===== config.mk =====
export PLATFORM = sky130hd
export DESIGN_NAME = serial_multibyte_adder
export DESIGN_NICKNAME = d
export VERILOG_FILES = /design/src/rtl/serial_multibyte_adder.sv
export SDC_FILE = /design/constraint.sdc
export NUM_CORES = 1
export LEC_CHECK = 0
export ABC_AREA = 0
export ABC_CLOCK_PERIOD_IN_PS = 4410
export BUFFER_PORTS_ARGS = -buffer_cell sky130_fd_sc_hd__clkbuf_2
export CORE_ASPECT_RATIO = 1.25
export CORE_MARGIN = 2
export CORE_UTILIZATION = 56
export DETAILED_ROUTE_END_ITERATION = 12
export PLACE_DENSITY = 0.92
export REMOVE_ABC_BUFFERS = 1
export SYNTH_ARGS = -nofsm -noshare
export SYNTH_HDL_FRONTEND = slang
export SYNTH_SLANG_ARGS = --single-unit

===== constraint.sdc =====
create_clock -name clk -period 4.41 [get_ports clk]
set_clock_uncertainty 0.15 [all_clocks]
set_input_delay 0 -clock clk [delete_from_list [all_inputs] [get_ports clk]]
set_output_delay 0 -clock clk [all_outputs]
set_load 0.02 [all_outputs]

===== src/rtl/serial_multibyte_adder.sv =====
// Byte-serial multi-precision adder: one 8-bit slice per cycle, LSB first, carry held between steps.
// Optional macro SERIAL_ADDER_SUBTRACT_EN adds a 'sub' port (A - B - cin via inverted B and carry).
module serial_multibyte_adder #(
  parameter int NBYTES = 4
) (
  input  logic                  clk,
  input  logic                  rst_n,
  input  logic                  start,
  input  logic [8*NBYTES-1:0]   a_in,
  input  logic [8*NBYTES-1:0]   b_in,
  input  logic                  cin,
`ifdef SERIAL_ADDER_SUBTRACT_EN
  input  logic                  sub,
`endif
  output logic                  busy,
  output logic                  done,
  output logic [8*NBYTES-1:0]   sum_out,
  output logic                  cout,
  output logic                  overflow,
  output logic [1:0]            state_dbg
);

  localparam int W  = 8 * NBYTES;
  localparam int CW = $clog2(NBYTES);
  localparam logic [CW-1:0] LAST = CW'(NBYTES - 1);

  typedef enum logic [1:0] {
    IDLE = 2'd0,
    ADD  = 2'd1,
    DN   = 2'd2
  } state_t;

  state_t          state;
  logic [W-1:0]    a_q;
  logic [W-1:0]    b_q;
  logic [W-1:0]    shadow_q;
  logic [CW-1:0]   cnt_q;
  logic            carry_q;
  logic            cout_q;
  logic            ovf_q;
  logic            sub_eff;
  logic [7:0]      a_byte;
  logic [7:0]      b_byte;
  logic [8:0]      byte_sum;
  logic            ovf_now;

`ifdef SERIAL_ADDER_SUBTRACT_EN
  assign sub_eff = sub;
`else
  assign sub_eff = 1'b0;
`endif

  assign state_dbg = state;

  // b_q already holds the inverted operand when subtracting, so the slice is add-only.
  always_comb begin
    a_byte   = a_q[{cnt_q, 3'b000} +: 8];
    b_byte   = b_q[{cnt_q, 3'b000} +: 8];
    byte_sum = {1'b0, a_byte} + {1'b0, b_byte} + {8'd0, carry_q};
    ovf_now  = (a_q[W-1] == b_q[W-1]) && (byte_sum[7] != a_q[W-1]);
  end

  always_ff @(posedge clk or negedge rst_n) begin
    if (!rst_n) begin
      state    <= IDLE;
      busy     <= 1'b0;
      done     <= 1'b0;
      sum_out  <= '0;
      cout     <= 1'b0;
      overflow <= 1'b0;
      a_q      <= '0;
      b_q      <= '0;
      shadow_q <= '0;
      cnt_q    <= '0;
      carry_q  <= 1'b0;
      cout_q   <= 1'b0;
      ovf_q    <= 1'b0;
    end else begin
      done <= 1'b0;
      case (state)
        IDLE: begin
          // The cycle that shows done still counts as the finishing cycle, so start is ignored there.
          if (start && !done) begin
            a_q     <= a_in;
            b_q     <= b_in ^ {W{sub_eff}};
            carry_q <= cin ^ sub_eff;
            cnt_q   <= '0;
            busy    <= 1'b1;
            state   <= ADD;
          end
        end
        ADD: begin
          shadow_q[{cnt_q, 3'b000} +: 8] <= byte_sum[7:0];
          carry_q <= byte_sum[8];
          if (cnt_q == LAST) begin
            cout_q <= byte_sum[8];
            ovf_q  <= ovf_now;
            state  <= DN;
          end else begin
            cnt_q <= cnt_q + 1'b1;
          end
        end
        DN: begin
          sum_out  <= shadow_q;
          cout     <= cout_q;
          overflow <= ovf_q;
          done     <= 1'b1;
          busy     <= 1'b0;
          state    <= IDLE;
        end
        default: state <= IDLE;
      endcase
    end
  end

endmodule


* Word level (Yosys, flattened, before mapping)
Cells that the tools add are included.
Storage, ports and cells: flip-flop bits (word level) 139, bits of input ports 68, output and inout bits 38, logic and storage cells 53
Operators by class: add/subtract/negate cells 4, equal/unequal tests 8, shift operators 4, multiplexer cells 12, reduce and logical (&&, ||, !) cells 12
Operators with widths (number):
- 32-bit by 6-bit indexed part select with 8-bit output | 2
- 32-bit bitwise mux | 1
- 8-bit by 7-bit variable shift with 32-bit output, first input constant | 1
- 8-bit by 7-bit indexed part select with 32-bit output | 1
- 2-bit AND reduction | 5
- 8-bit by 8-bit adder with 9-bit output | 1
- 9-bit by 1-bit adder with 9-bit output | 1
- 2-bit two-way mux | 4
- 2-bit one-hot mux with 2 select lines | 2
- 5-bit negator with 7-bit output | 1
- 2-bit inequality test, second input constant | 3
- 2-bit equality test, second input constant | 2
- 1-bit one-hot mux with 2 select lines | 2
- 2-bit nonzero test | 2
- 1-bit two-way mux | 3
- 3-bit AND reduction | 1
- 2-bit by 1-bit adder with 2-bit output, second input constant | 1
- 2-bit by 1-bit equality test with 1-bit output, second input constant | 1
- 1-bit logical AND | 2
- 2-bit zero test | 1
- 1-bit equality test | 1
- 1-bit zero test | 1
- 1-bit inequality test | 1

* Longest topological paths before layout
depth in word-level cells 5, gate-level depth with buffers 10, mapped depth without buffers 9

* Worst setup path before layout
No wires, ideal clock.
path kind reg2reg, start reg cnt_q[0], end reg ovf_q, library setup time 69 ps, arrival 2942 ps, data required time 4191 ps, setup slack 1249 ps, stages on the path, launching flop included 10, path buffers 2, clock period less this slack 3161 ps, path through dfrtp_1 -> buf_2 -> buf_2 -> mux4_2 -> ha_1 -> o21ai_0 -> o211a_1 -> o211ai_2 -> or4_1 -> nand3_1
On the way: word-level cells in the longest chain between the ends 5, elaborated cells between the ends (all ways) 8, classes of those cells add/sub (2); eq/ne (2); shift (2); reduce/logical (2)
Ends and longest elaborated chain:
- start: declaration | line 37 | logic [CW-1:0] cnt_q;
- start signal: assignment | line 100 | cnt_q <= cnt_q + 1'b1;
- 32-bit by 6-bit indexed part select with 8-bit output (on tied branches) | line 57, 58
- 8-bit by 8-bit adder with 9-bit output | line 59 | byte_sum = {1'b0, a_byte} + {1'b0, b_byte} + {8'd0, carry_q};
- 9-bit by 1-bit adder with 9-bit output | line 59
- 1-bit inequality test | line 60 | ovf_now = (a_q[W-1] == b_q[W-1]) && (byte_sum[7] != a_q[W-1]);
- 1-bit logical AND | line 60
- end signal: assignment | line 97 | ovf_q <= ovf_now;
- end: declaration | line 40 | logic ovf_q;
Parallel ways exist; a longest one is shown, timed or not. A chain may end at the register's enable or synchronous reset.

* Final worst setup path
start reg cnt_q[0], end reg cout_q
On the way: word-level cells in the longest chain between the ends 3, elaborated cells between the ends (all ways) 6, classes of those cells add/sub (2); eq/ne (1); shift (2); reduce/logical (1)
Ends and longest elaborated chain:
- 32-bit by 6-bit indexed part select with 8-bit output (on tied branches) | line 57, 58
- 8-bit by 8-bit adder with 9-bit output | line 59
- 9-bit by 1-bit adder with 9-bit output | line 59
- end signal: assignment | line 96 | cout_q <= byte_sum[8];
- end: declaration | line 39 | logic cout_q;
Parallel ways exist; a longest one is shown, timed or not.

==> metrics <==
worst-skew pair later-pin latency=440 ps; Critical Path AT=3900 ps; CTS Buf Count=17; EDFF count, synth=0; clk sinks=139; GPL Wtd Cong=0.824; sw power=2870 uW; TritonCTS clock tree=done; Max H-tree Level=4; via count=4,425; Final HPWL DP=9.27 mm; Combinational Power Share=45.4%; Mapped Area=5960 um^2; total power=7160 uW; crit path launch type=flip-flop; Final setup viols=0; Slowest-stage cell, CP=dfrtp_1; mean post-synth cell area=14.9 um^2; Wirelength per Cell=23.7 um; Pleak=0.00371 uW; Seq/Total Area, Yosys=58.3%; Setup crit start=cnt_q[0]$_DFFE_PN0P_; clock slew at reported path FFs=60 ps; CORE AREA=10,500 um^2; Slew @ Worst Pin=842 ps; Hold-fix buffers, CTS=66; outcome=finished clean; final antenna-violating net count=0; Slew HR=43.9%; DRC Markers=0; Post-CTS Setup Repair Bufs=0; post-route cell area=7940 um^2; most frequent cell on the critical path=fa_1; Crit. End Element=flip-flop; R2R Setup Slk=630 ps; Yosys Warn Count=0; Area Growth Syn to Fin=33.0%; initial antenna violation count=0; slack of the critical path=634 ps; Port Buffers=105; Reg power frac=32.4%; CTS max path bufs=2; max-slew violations=0; cts repair resizes=0; Global Route Usage Sum=32.8%; Yosys reg bits=139; worst-path cell chain=mux4_2 -> fa_1 -> inv_1 -> fa_1 -> nor2b_1 -> o31a_2 -> o31a_1 -> o21ai_0 -> a2bb2oi_1; full die area=11,500 um^2; worst min path class=in -> async; crit-path max FO=9; Main synth FF type=dfrtp_1; clock network power share=22.2%; final wirelength=17.2 mm; Starting Density=56.7%; Final Hold Viols=0; period utilization=85.6%; pre-CTS setup slack=908 ps; minimum clock period after layout=3780 ps; nets@finish=663; Max VDD drop=551 uV; Netlist cell types=39; CP required=4540 ps; Pwr Density=903 nW/um^2; top cells by area, synth=dfrtp_1 (58%), mux2_2 (19%), mux4_2 (6.0%); Max Freq=0.265 GHz; Non-Filler Instances=725; Sw Share=40.1%; layout cells sized above 1=44.2%; largest net degree at the start of global routing=91; DR vias/cell=6.10; Placed Area=6620 um^2; CP Class=reg -> reg; Iter 0 DRT Violations=356; total gr overflow=0; Gate Count Post-Synth=401; Die Y-Extent=119 um; async set-reset flop share out of synthesis=100%; largest area contributor in the netlist=dfrtp_1; first-pass GRT wire length=27.2 mm; Chip Width=96.3 um; FF-to-FF Start=cnt_q[0]$_DFFE_PN0P_; RSZ-0062 raised after global routing=false; Synth top cells by count=dfrtp_1 (139), mux2_2 (98), a22o_1 (20); Max-cap violations=0; vias in the first global route=4,970; I/O pin cnt=106; DRT Pass-1 Iters=6; clk root buf=clkbuf_16; Rows=42; Inst Count DP=627; n_diodes=0; P_int=4290 uW; area share of the largest cell type after synthesis=58.3%; slowest stage delay, CP=710 ps; top-count cell post-synth=dfrtp_1
stage by stage:
stage	TNS, ps	hold WS [ps]	utilization [%]
6_report	0	45.5	75.5
5_1_grt	0	140	75.5
3_5_place_dp	0	-41.8	63.0
3_3_place_gp	0	-54.1	63.0
2_1_floorplan	-41370	-446	-
4_1_cts	0	84.2	75.5
path summary, 6_finish.rpt:
check                                           end  cells after the start
max                              cout_q$_DFFE_PN0P_                      9
min                            cnt_q[0]$_DFFE_PN0P_                      2
max reg2reg                      cout_q$_DFFE_PN0P_                      9
min reg2reg                shadow_q[26]$_DFFE_PN0P_                      2
max in group asynchronous   sum_out[18]$_DFFE_PN0P_                      3
min in group clk                b_q[26]$_DFFE_PN0P_                      3
layout make-up:
class                      count  area, um^2
clock buffer                  20         457
clock inverter                12         194
fill                         578        2570
inverter                       7        26.3
multi-input combinational    239        2380
sequential                   139        3480
tap                          132         165
timing repair buffer         176        1230
logic make-up (layout without fill, tap and decap cells):
logic type,count (synthesis),count (layout),synth area share [%]
DFF,139,139,58.3
muxes,115,115,24.7
AOI/OAI and AO/OA,60,60,7.30
and+or+nand+nor,46,46,3.99
buffers and inverters,23,215,1.85
adders and majority gates,15,15,3.40
xor gates and xnor gates,3,3,0.441
layout by cell type, fill, tap and decap left out, types with 3 or more instances in the layout:
cell           instances
dfrtp_1              139
clkbuf_2             104
mux2_2                98
dlygate4sd3_1         66
a22o_1                20
o21ai_0               19
nand2_1               17
clkbuf_16             17
mux4_2                16
ha_1                  13
inv_1                  7
nor2_1                 7
a21oi_1                5
bufinv_16              5
buf_4                  5
clkinv_2               4
nand2b_1               3
a21o_1                 3
or3_1                  3
nor3_1                 3
nand3_1                3
power groups by stage:
stage / clock network [uW] / registers, uW / logic [uW]
floorplan: 0 / 2340 / 1950
global route: 1640 / 2370 / 3450
CTS: 1560 / 2280 / 3080
global placement: 0 / 2230 / 2780
detailed placement: 0 / 2280 / 2960
finish: 1590 / 2320 / 3250
routing by layer:
layer  vias up  track usage, %  routed length, um
met4         0            20.4                998
met2       276            55.1               9030
met5         -               0                  0
met1      2215            37.1               5950
met3        94            7.46               1210
li1       1840               -                  -
registers in the layout, indices dropped and copies added, names as in the netlist:
register / flops
a_q: 32
cout: 1
b_q: 32
overflow: 1
cout_q: 1
done: 1
cnt_q: 2
carry_q: 1
state_dbg: 2
sum_out: 32
shadow_q: 32
ovf_q: 1
busy: 1
critical path: cells and delay by family, from the launching register on:
kind | cells | cell delay, ps
AOI/OAI and AO/OA | 4 | 1170
adders and majority gates | 2 | 770
DFF | 1 | 710
muxes | 1 | 600
buffers and inverters | 1 | 110
and+or+nand+nor | 1 | 110
No activity file was read; power rests on OpenSTA's default activity.
